===== config.mk =====
export PLATFORM = sky130hd
export DESIGN_NAME = booth_mult_65_flat
export DESIGN_NICKNAME = d
export VERILOG_FILES = /design/src/rtl/booth_mult_65_if.sv /design/src/rtl/booth_mult_65.sv /design/src/flat_wrapper.sv
export SDC_FILE = /design/constraint.sdc
export NUM_CORES = 1
export LEC_CHECK = 0
export ABC_AREA = 1
export CAP_MARGIN = 25
export CORE_AREA = 2 2 147 149
export DETAILED_ROUTE_END_ITERATION = 7
export DIE_AREA = 0 0 149 151
export DONT_BUFFER_PORTS = 1
export PLACE_DENSITY = 0.57
export RECOVER_POWER = 50
export SLEW_MARGIN = 10
export SYNTH_ARGS = -nofsm -noshare
export SYNTH_HDL_FRONTEND = slang
export SYNTH_SLANG_ARGS = --single-unit

===== constraint.sdc =====
create_clock -name clk -period 3.45 [get_ports clk]
set_input_delay 0.69 -clock clk [delete_from_list [all_inputs] [get_ports clk]]
set_output_delay 0.69 -clock clk [all_outputs]
set_load 0.05 [all_outputs]

===== src/rtl/booth_mult_65_if.sv =====
// Operand/result bundle for the iterative Booth multiplier in the multdiv path.
// The master side drives start and operands; the slave (multiplier) returns results.
interface booth_mult_65_if;
  logic        start;
  logic [31:0] multiplicand;
  logic [31:0] multiplier;
  logic [31:0] product;
  logic [31:0] product_hi;
  logic        overflow;
  logic        ready;
  logic        busy;

  modport master (
    output start, multiplicand, multiplier,
    input  product, product_hi, overflow, ready, busy
  );

  modport slave (
    input  start, multiplicand, multiplier,
    output product, product_hi, overflow, ready, busy
  );
endinterface


===== src/rtl/booth_mult_65.sv =====
// Radix-2 Booth signed 32x32 multiplier on a 65-bit {hi, lo, q-1} working register.
// One iteration per clock; a result is retired 32 cycles after the start edge.
//
// state | meaning
// IDLE  | waiting for start; P holds the last result (or zeros after clr)
// RUN   | one Booth add/sub + arithmetic shift per edge, 32 edges total
// DONE  | single-cycle ready pulse; P frozen with the finished product
module booth_mult_65 (
  input  logic               clk,
  input  logic               clr,
  booth_mult_65_if.slave     bus
);

  typedef enum logic [1:0] {
    IDLE = 2'd0,
    RUN  = 2'd1,
    DONE = 2'd2
  } state_t;

  state_t      state_q, state_d;
  logic [64:0] p_q, p_d;
  logic [31:0] m_q, m_d;
  logic [4:0]  cnt_q, cnt_d;
  logic [32:0] acc;
  logic [32:0] acc_next;
  logic [32:0] m_ext;

  // 33-bit accumulator keeps M = 0x80000000 exact through the add/sub.
  always_comb begin
    acc   = {p_q[64], p_q[64:33]};
    m_ext = {m_q[31], m_q};
    case (p_q[1:0])
      2'b01:   acc_next = acc + m_ext;
      2'b10:   acc_next = acc - m_ext;
      default: acc_next = acc;
    endcase
  end

  always_comb begin
    state_d = state_q;
    p_d     = p_q;
    m_d     = m_q;
    cnt_d   = cnt_q;
    if (bus.start) begin
      // A start in any state restarts; an in-flight result is abandoned.
      m_d     = bus.multiplicand;
      p_d     = {32'b0, bus.multiplier, 1'b0};
      cnt_d   = 5'd0;
      state_d = RUN;
    end else begin
      case (state_q)
        IDLE: state_d = IDLE;
        RUN: begin
          p_d   = {acc_next, p_q[32:1]};
          cnt_d = cnt_q + 5'd1;
          if (cnt_q == 5'd31) begin
            state_d = DONE;
          end
        end
        DONE:    state_d = IDLE;
        default: state_d = IDLE;
      endcase
    end
  end

  always_ff @(posedge clk) begin
    if (clr) begin
      state_q <= IDLE;
      p_q     <= 65'd0;
      m_q     <= 32'd0;
      cnt_q   <= 5'd0;
    end else begin
      state_q <= state_d;
      p_q     <= p_d;
      m_q     <= m_d;
      cnt_q   <= cnt_d;
    end
  end

  assign bus.product    = p_q[32:1];
  assign bus.product_hi = p_q[64:33];
  assign bus.overflow   = (p_q[64:33] != {32{p_q[32]}});
  assign bus.ready      = (state_q == DONE);
  assign bus.busy       = (state_q == RUN);

endmodule


===== src/flat_wrapper.sv =====
// flat-port wrapper written by rule: the top's interface ports become plain ports
module booth_mult_65_flat 
  (clk, clr, bus_start, bus_multiplicand, bus_multiplier, bus_product, bus_product_hi, bus_overflow, bus_ready, bus_busy);
  booth_mult_65_if bus_i ();
  input  logic clk;
  input  logic clr;
  input wire logic [$bits(bus_i.start)-1:0] bus_start;
  input wire logic [$bits(bus_i.multiplicand)-1:0] bus_multiplicand;
  input wire logic [$bits(bus_i.multiplier)-1:0] bus_multiplier;
  output wire logic [$bits(bus_i.product)-1:0] bus_product;
  output wire logic [$bits(bus_i.product_hi)-1:0] bus_product_hi;
  output wire logic [$bits(bus_i.overflow)-1:0] bus_overflow;
  output wire logic [$bits(bus_i.ready)-1:0] bus_ready;
  output wire logic [$bits(bus_i.busy)-1:0] bus_busy;
  assign bus_i.start = bus_start;
  assign bus_i.multiplicand = bus_multiplicand;
  assign bus_i.multiplier = bus_multiplier;
  assign bus_product = bus_i.product;
  assign bus_product_hi = bus_i.product_hi;
  assign bus_overflow = bus_i.overflow;
  assign bus_ready = bus_i.ready;
  assign bus_busy = bus_i.busy;
  booth_mult_65 u_core (.clk(clk), .clr(clr), .bus(bus_i));
endmodule

==> reports/results.txt, run 1 <==
Hold EP = u_core.state_q[1]
WP data required = 2.76 ns
largest net degree at the start of global routing = 71
Routed Antenna Nets = 0
vias in the first global route = 7222
leakage power = 4.39 nW
width of the chip = 149 µm
Post-Syn Instances = 1392
clock sink count = 104
WHS = 0.388 ns
PD cells = 390 mW/mm²
Synth top area share = 0.251
WL/cell = 15.0 µm
Mapped Area = 0.00828 mm²
CP max FO = 5
# DRC = 0
Hold Buf Count CTS = 0
Worst VDD drop = 0.320 mV
area delta synth->final = 3.17%
library cells used by synthesis = 41
hold path startpoint = clr
syn avg cell area = 5.95 µm²
num ports = 134
Vias/cell = 4.89
non-filler cells, final = 1615
Vert. Die Dim = 151 µm
Slew Limit Fails = 48
initial detailed-routing violation count = 523
worst r2r path cells = 22
initial antenna violation count = 0
CTS tree = yes
failing checks = capacitance limit, slew limit
worst min path class = in -> reg
DR pass1 iterations = 5
clock skew = 0.0105 ns
Setup TNS = 0 ns
total grt overflow = 0
period utilization = 0.945
Final HPWL DP = 18900 µm
RSZ-0062 raised after global routing = false
Reg2Reg Setup Slack = 0.25 ns
GRT Total Usage = 0.215
setup violators final = 0
EDFF count, synth = 0
top post-synthesis cells by area = dfxtp_1 25%, nand2_1 19%, inv_1 9.8%
placed cell count = 1599
Worst Path Arrival = 2.57 ns
Min-Delay Path Depth = 1
top_reg_cell synth = dfxtp_1
total number of vias = 7892
IO Port Bufs = 0
crit path capture type = primary output
TritonCTS buffer count = 9
row count = 53
syn_nets = 1496
clk buf depth = 2
RePlAce Congestion = 0.955
Syn. warnings = 0
ANT cells = 0
max cap viols = 1
placed inst area = 0.00830 mm²
register bit total from synthesis = 104
Setup CP Type = reg -> out
Design Area, Final = 0.00854 mm²
r2r endpoint = u_core.p_q[57]
Starting Density = 0.398
crit path launch type = flop
full die area = 0.0225 mm²
asr flop ratio synth = 0
global-route wire length before repair = 38200 µm
# H-tree levels = 3
Final #Nets = 1439
worst slew pin tran = 1.77 ns
WL final = 24200 µm
share of post-route cells with drive strength above 1 = 0.0515
worst skew pair latency = 0.37 ns
status = finished, violations left
most frequent cells in the layout = 420 x nand2_1, 217 x inv_1, 156 x nor2_1, 104 x dfxtp_1, 87 x a21oi_1
clk slew on worst S/H paths = 0.09 ns
FF-to-FF Start = u_core.m_q[0]
leading area contributor after synthesis = dfxtp_1
commonest non-fill, non-tap cell in the layout = nand2_1
register area share after synthesis = 0.251
Final Hold Fails = 0
DP Worst Slack = 0.253 ns
CORE AREA = 0.0208 mm²
headroom to the max-slew limit = -0.178
Root Buffer = clkbuf_16
worst setup margin = 0.189 ns
post-layout min period = 3.26 ns
fmax = 307 MHz
==> registers in the layout (all words and copies together), names as in the netlist <==
signal and count:
u_core.cnt_q 5, u_core.p_q 65, u_core.state_q 2, u_core.m_q 32
==> layout make-up <==
class | instances | area [µm²]
tap | 275 | 344
inverter | 224 | 841
fill | 2354 | 12300
clock buffer | 9 | 225
timing repair buffer | 39 | 239
multi-input combinational | 957 | 4720
clock inverter | 7 | 91.3
sequential | 104 | 2080
==> per-stage QoR <==
step	utilization	power, mW
2_1_floorplan	-	2.07
5_1_grt	0.410	3.51
3_3_place_gp	0.397	2.25
6_report	0.410	3.34
3_5_place_dp	0.399	2.25
4_1_cts	0.414	3.36
==> power breakdown <==
part	internal (mW)	switching (mW)	leakage (nW)	total, mW
combinational	0.268	0.558	3.39	0.825
clock	0.528	0.579	0.152	1.11
sequential	1.26	0.144	0.854	1.40
total	2.05	1.28	4.39	3.34
==> per-layer routing <==
metal	up-vias	GRT usage	routed length [µm]
li1	4166	-	-
met1	3525	0.299	11800
met2	184	0.353	11000
met3	17	0.0337	1130
met4	0	0.0452	330
met5	-	0	0
==> synthesized netlist by cell type (3+ instances only) <==
| library cell | n |
|---|---|
| buf_1 | 4 |
| a21oi_1 | 88 |
| buf_2 | 7 |
| inv_1 | 217 |
| a221oi_1 | 5 |
| nor2_1 | 161 |
| dfxtp_1 | 104 |
| nand4_1 | 11 |
| xor2_1 | 31 |
| inv_2 | 4 |
| o41ai_1 | 4 |
| nand2_1 | 420 |
| o21ai_0 | 60 |
| buf_4 | 64 |
| xnor2_1 | 11 |
| nand3_2 | 3 |
| ha_1 | 36 |
| nand3_1 | 55 |
| and2_1 | 4 |
| clkbuf_1 | 31 |
| a31oi_1 | 3 |
| a22oi_1 | 19 |
| nor4_1 | 5 |
| nand2_2 | 8 |
| nor3_1 | 14 |
| clkinv_1 | 3 |
==> timing repair <==
item / CTS / global route
setup buffers: 0 / 0
gates resized for setup: 0 / 6
endpoints found under the hold margin: 0 / 0
setup endpoints to repair: 0 / 6
==> worst max-delay path by stage <==
stage                               from        endpoint  slack (ns)  cells past startpoint
after detailed placement   u_core.m_q[0]  u_core.p_q[64]        0.25                     22
after global placement     u_core.m_q[0]  u_core.p_q[61]        0.25                     21
after CTS                  u_core.m_q[0]  u_core.p_q[64]        0.25                     22
after floorplan            u_core.m_q[0]  u_core.p_q[64]        0.78                     22
final                     u_core.p_q[40]    bus_overflow        0.19                      5
after global routing       u_core.m_q[0]  u_core.p_q[60]       0.006                     23
==> worst max-delay path: stages (launching register included) <==
cell	delay, ns
dfxtp_1	0.31
clkbuf_1	0.60
nand3_1	0.24
o41ai_1	0.59
nand4_1	0.21
buf_4	0.24
==> kinds of logic after synthesis <==
| kind of cell | share of synthesized area |
|---|---|
| compound gates | 0.129 |
| xor+xnor | 0.0444 |
| fa+ha+maj | 0.0568 |
| buf+inv | 0.181 |
| flops | 0.251 |
| simple gates | 0.338 |
Power figures use the tool's default switching activity.
==> run 2: changes to the inputs <==
GPL_ROUTABILITY_DRIVEN = 0   (was unset)
==> run 2 against run 1 <==
The flow still finishes with violations (capacitance limit, slew limit). Total power fell by 0.67%. Cell area rose by 0.12%. Clock-buffer cell count stayed put. Clock power barely moved. Cell count up 0.12%. Wire length decreased by 1.9%. Largest power group unchanged.
==> reports/results.txt, run 2 (synthesis results as in run 1) <==
Slew Limit Fails = 48
row count = 53
Vias/cell = 4.93
failing checks = capacitance limit, slew limit
headroom to the max-slew limit = -0.121
clk slew on worst S/H paths = 0.09 ns
Comb power frac = 0.248
fillers = 2334
Setup CP Type = reg -> out
Worst Path Arrival = 2.68 ns
Reg2Reg Setup Slack = 0.30 ns
CP bufs+invs = 2
Starting Density = 0.398
Final Hold Fails = 0
initial antenna violation count = 0
Final #Nets = 1441
worst min path class = in -> reg
setup violators final = 0
CP cell instances = clkbuf_1, nand3_1, o41ai_1, nand4_1, buf_4
CTS tree = yes
net switching power figure = 1.26 mW
period utilization = 0.977
DR pass1 iterations = 5
Crit path largest cell delay = 0.67 ns
WL final = 23800 µm
worst setup margin = 0.0779 ns
share of post-route cells with drive strength above 1 = 0.0551
clock sink count = 104
commonest non-fill, non-tap cell in the layout = nand2_1
vias in the first global route = 7224
Final HPWL DP = 18600 µm
largest net degree at the start of global routing = 71
total number of vias = 7972
internal power = 2.05 mW
GRT Total Usage = 0.213
CP max stage cell = o41ai_1
post-layout min period = 3.37 ns
TritonCTS buffer count = 9
most frequent cells in the layout = 419 x nand2_1, 217 x inv_1, 154 x nor2_1, 104 x dfxtp_1, 86 x a21oi_1
worst skew pair latency = 0.37 ns
CORE AREA = 0.0208 mm²
clk buf depth = 2
DP Worst Slack = 0.249 ns
Reg with most FFs = u_core.p_q
CP max FO = 5
Switching Share = 0.380
global-route wire length before repair = 37900 µm
# DRC = 0
ANT cells = 0
Crit path max-delay family = buffers and inverters
WP data required = 2.76 ns
Hold Buf Count CTS = 0
IO Port Bufs = 0
total grt overflow = 0
status = finished, violations left
crit path launch type = flop
clock skew = 0.0114 ns
crit path capture type = primary output
width of the chip = 149 µm
Root Buffer = clkbuf_16
initial detailed-routing violation count = 463
Vert. Die Dim = 151 µm
num ports = 134
Routed Antenna Nets = 0
max cap viols = 1
clock network power share = 0.329
largest registers = u_core.p_q: 65 flops, u_core.m_q: 32 flops, u_core.cnt_q: 5 flops
Setup TNS = 0 ns
worst slew pin tran = 1.68 ns
full die area = 0.0225 mm²
max reg flops = 65
Worst VDD drop = 0.245 mV
WL/cell = 14.7 µm
PD cells = 387 mW/mm²
Seq pwr share = 0.423
fmax = 297 MHz
area delta synth->final = 3.29%
leakage power = 4.41 nW
# H-tree levels = 3
-- run 2: cell types whose count changed in the layout (fill, tap and decap cells not counted), sizes merged --
| cell | before | now |
|---|---|---|
| buf | 19 | 21 |
| clkinv | 6 | 5 |
| inv | 225 | 226 |
-- run 2: stage by stage --
step | instances | utilization | area [µm²] | hold WS, ns | power (mW)
6_report | 1617 | 0.411 | 8550 | 0.391 | 3.31
4_1_cts | 1616 | 0.413 | 8600 | 0.373 | 3.34
2_1_floorplan | 1392 | - | 8280 | 0.433 | 2.07
3_3_place_gp | 1600 | 0.398 | 8290 | 0.442 | 2.25
5_1_grt | 1617 | 0.411 | 8550 | 0.382 | 3.50
3_5_place_dp | 1600 | 0.398 | 8290 | 0.461 | 2.25
-- run 2: final cells by class --
cell class	count	area (µm²)	share of cell area
tap	275	344	0.0402
timing repair buffer	41	233	0.0272
clock inverter	7	86.3	0.0101
inverter	224	841	0.0983
multi-input combinational	957	4740	0.554
sequential	104	2080	0.243
clock buffer	9	225	0.0263
-- run 2: path summary, 6_finish.rpt --
check,start,end,cells past startpoint
setup reg to reg,u_core.p_q[0],u_core.p_q[64],19
setup / recovery,u_core.p_q[40],bus_overflow,5
hold / removal,clr,u_core.state_q[1],1
hold reg to reg,u_core.p_q[0],u_core.p_q[0],2
-- run 2: power groups by stage --
stage / Combinational [mW] / Sequential (mW) / Clock [mW]
global route: 0.925 / 1.41 / 1.16
CTS: 0.822 / 1.40 / 1.12
finish: 0.822 / 1.40 / 1.09
floorplan: 0.742 / 1.33 / 0
detailed placement: 0.819 / 1.43 / 0
global placement: 0.818 / 1.43 / 0
-- run 2: worst register-to-register path, stage by stage (launching register included) --
cell     delay (ns)
dfxtp_1        0.32
inv_1          0.05
ha_1           0.24
inv_1          0.26
buf_4          0.26
o21ai_2        0.09
nand2_1        0.08
xor2_1         0.31
ha_1           0.37
nand2_1        0.18
inv_1          0.07
a21oi_1        0.14
nand2_1        0.11
a21oi_1        0.14
nand2_1        0.09
nand2_1        0.09
nand2_1        0.05
nor2_1         0.08
nor2_1         0.04
nor2_1         0.12
-- run 2: routing by layer --
layer	wire length, µm	vias up	GRT usage	part of all wire
met5	0	-	0	0
met4	487	0	0.0614	0.020
met3	1090	37	0.0355	0.046
met2	10600	203	0.338	0.45
met1	11600	3570	0.298	0.49
li1	-	4162	-	-
-- run 2: repair_timing --
item | in CTS | in global routing
gates resized for setup | 0 | 10
endpoints found under the setup margin | 0 | 6
buffers inserted | 0 | 1
hold endpoints to repair | 0 | 0
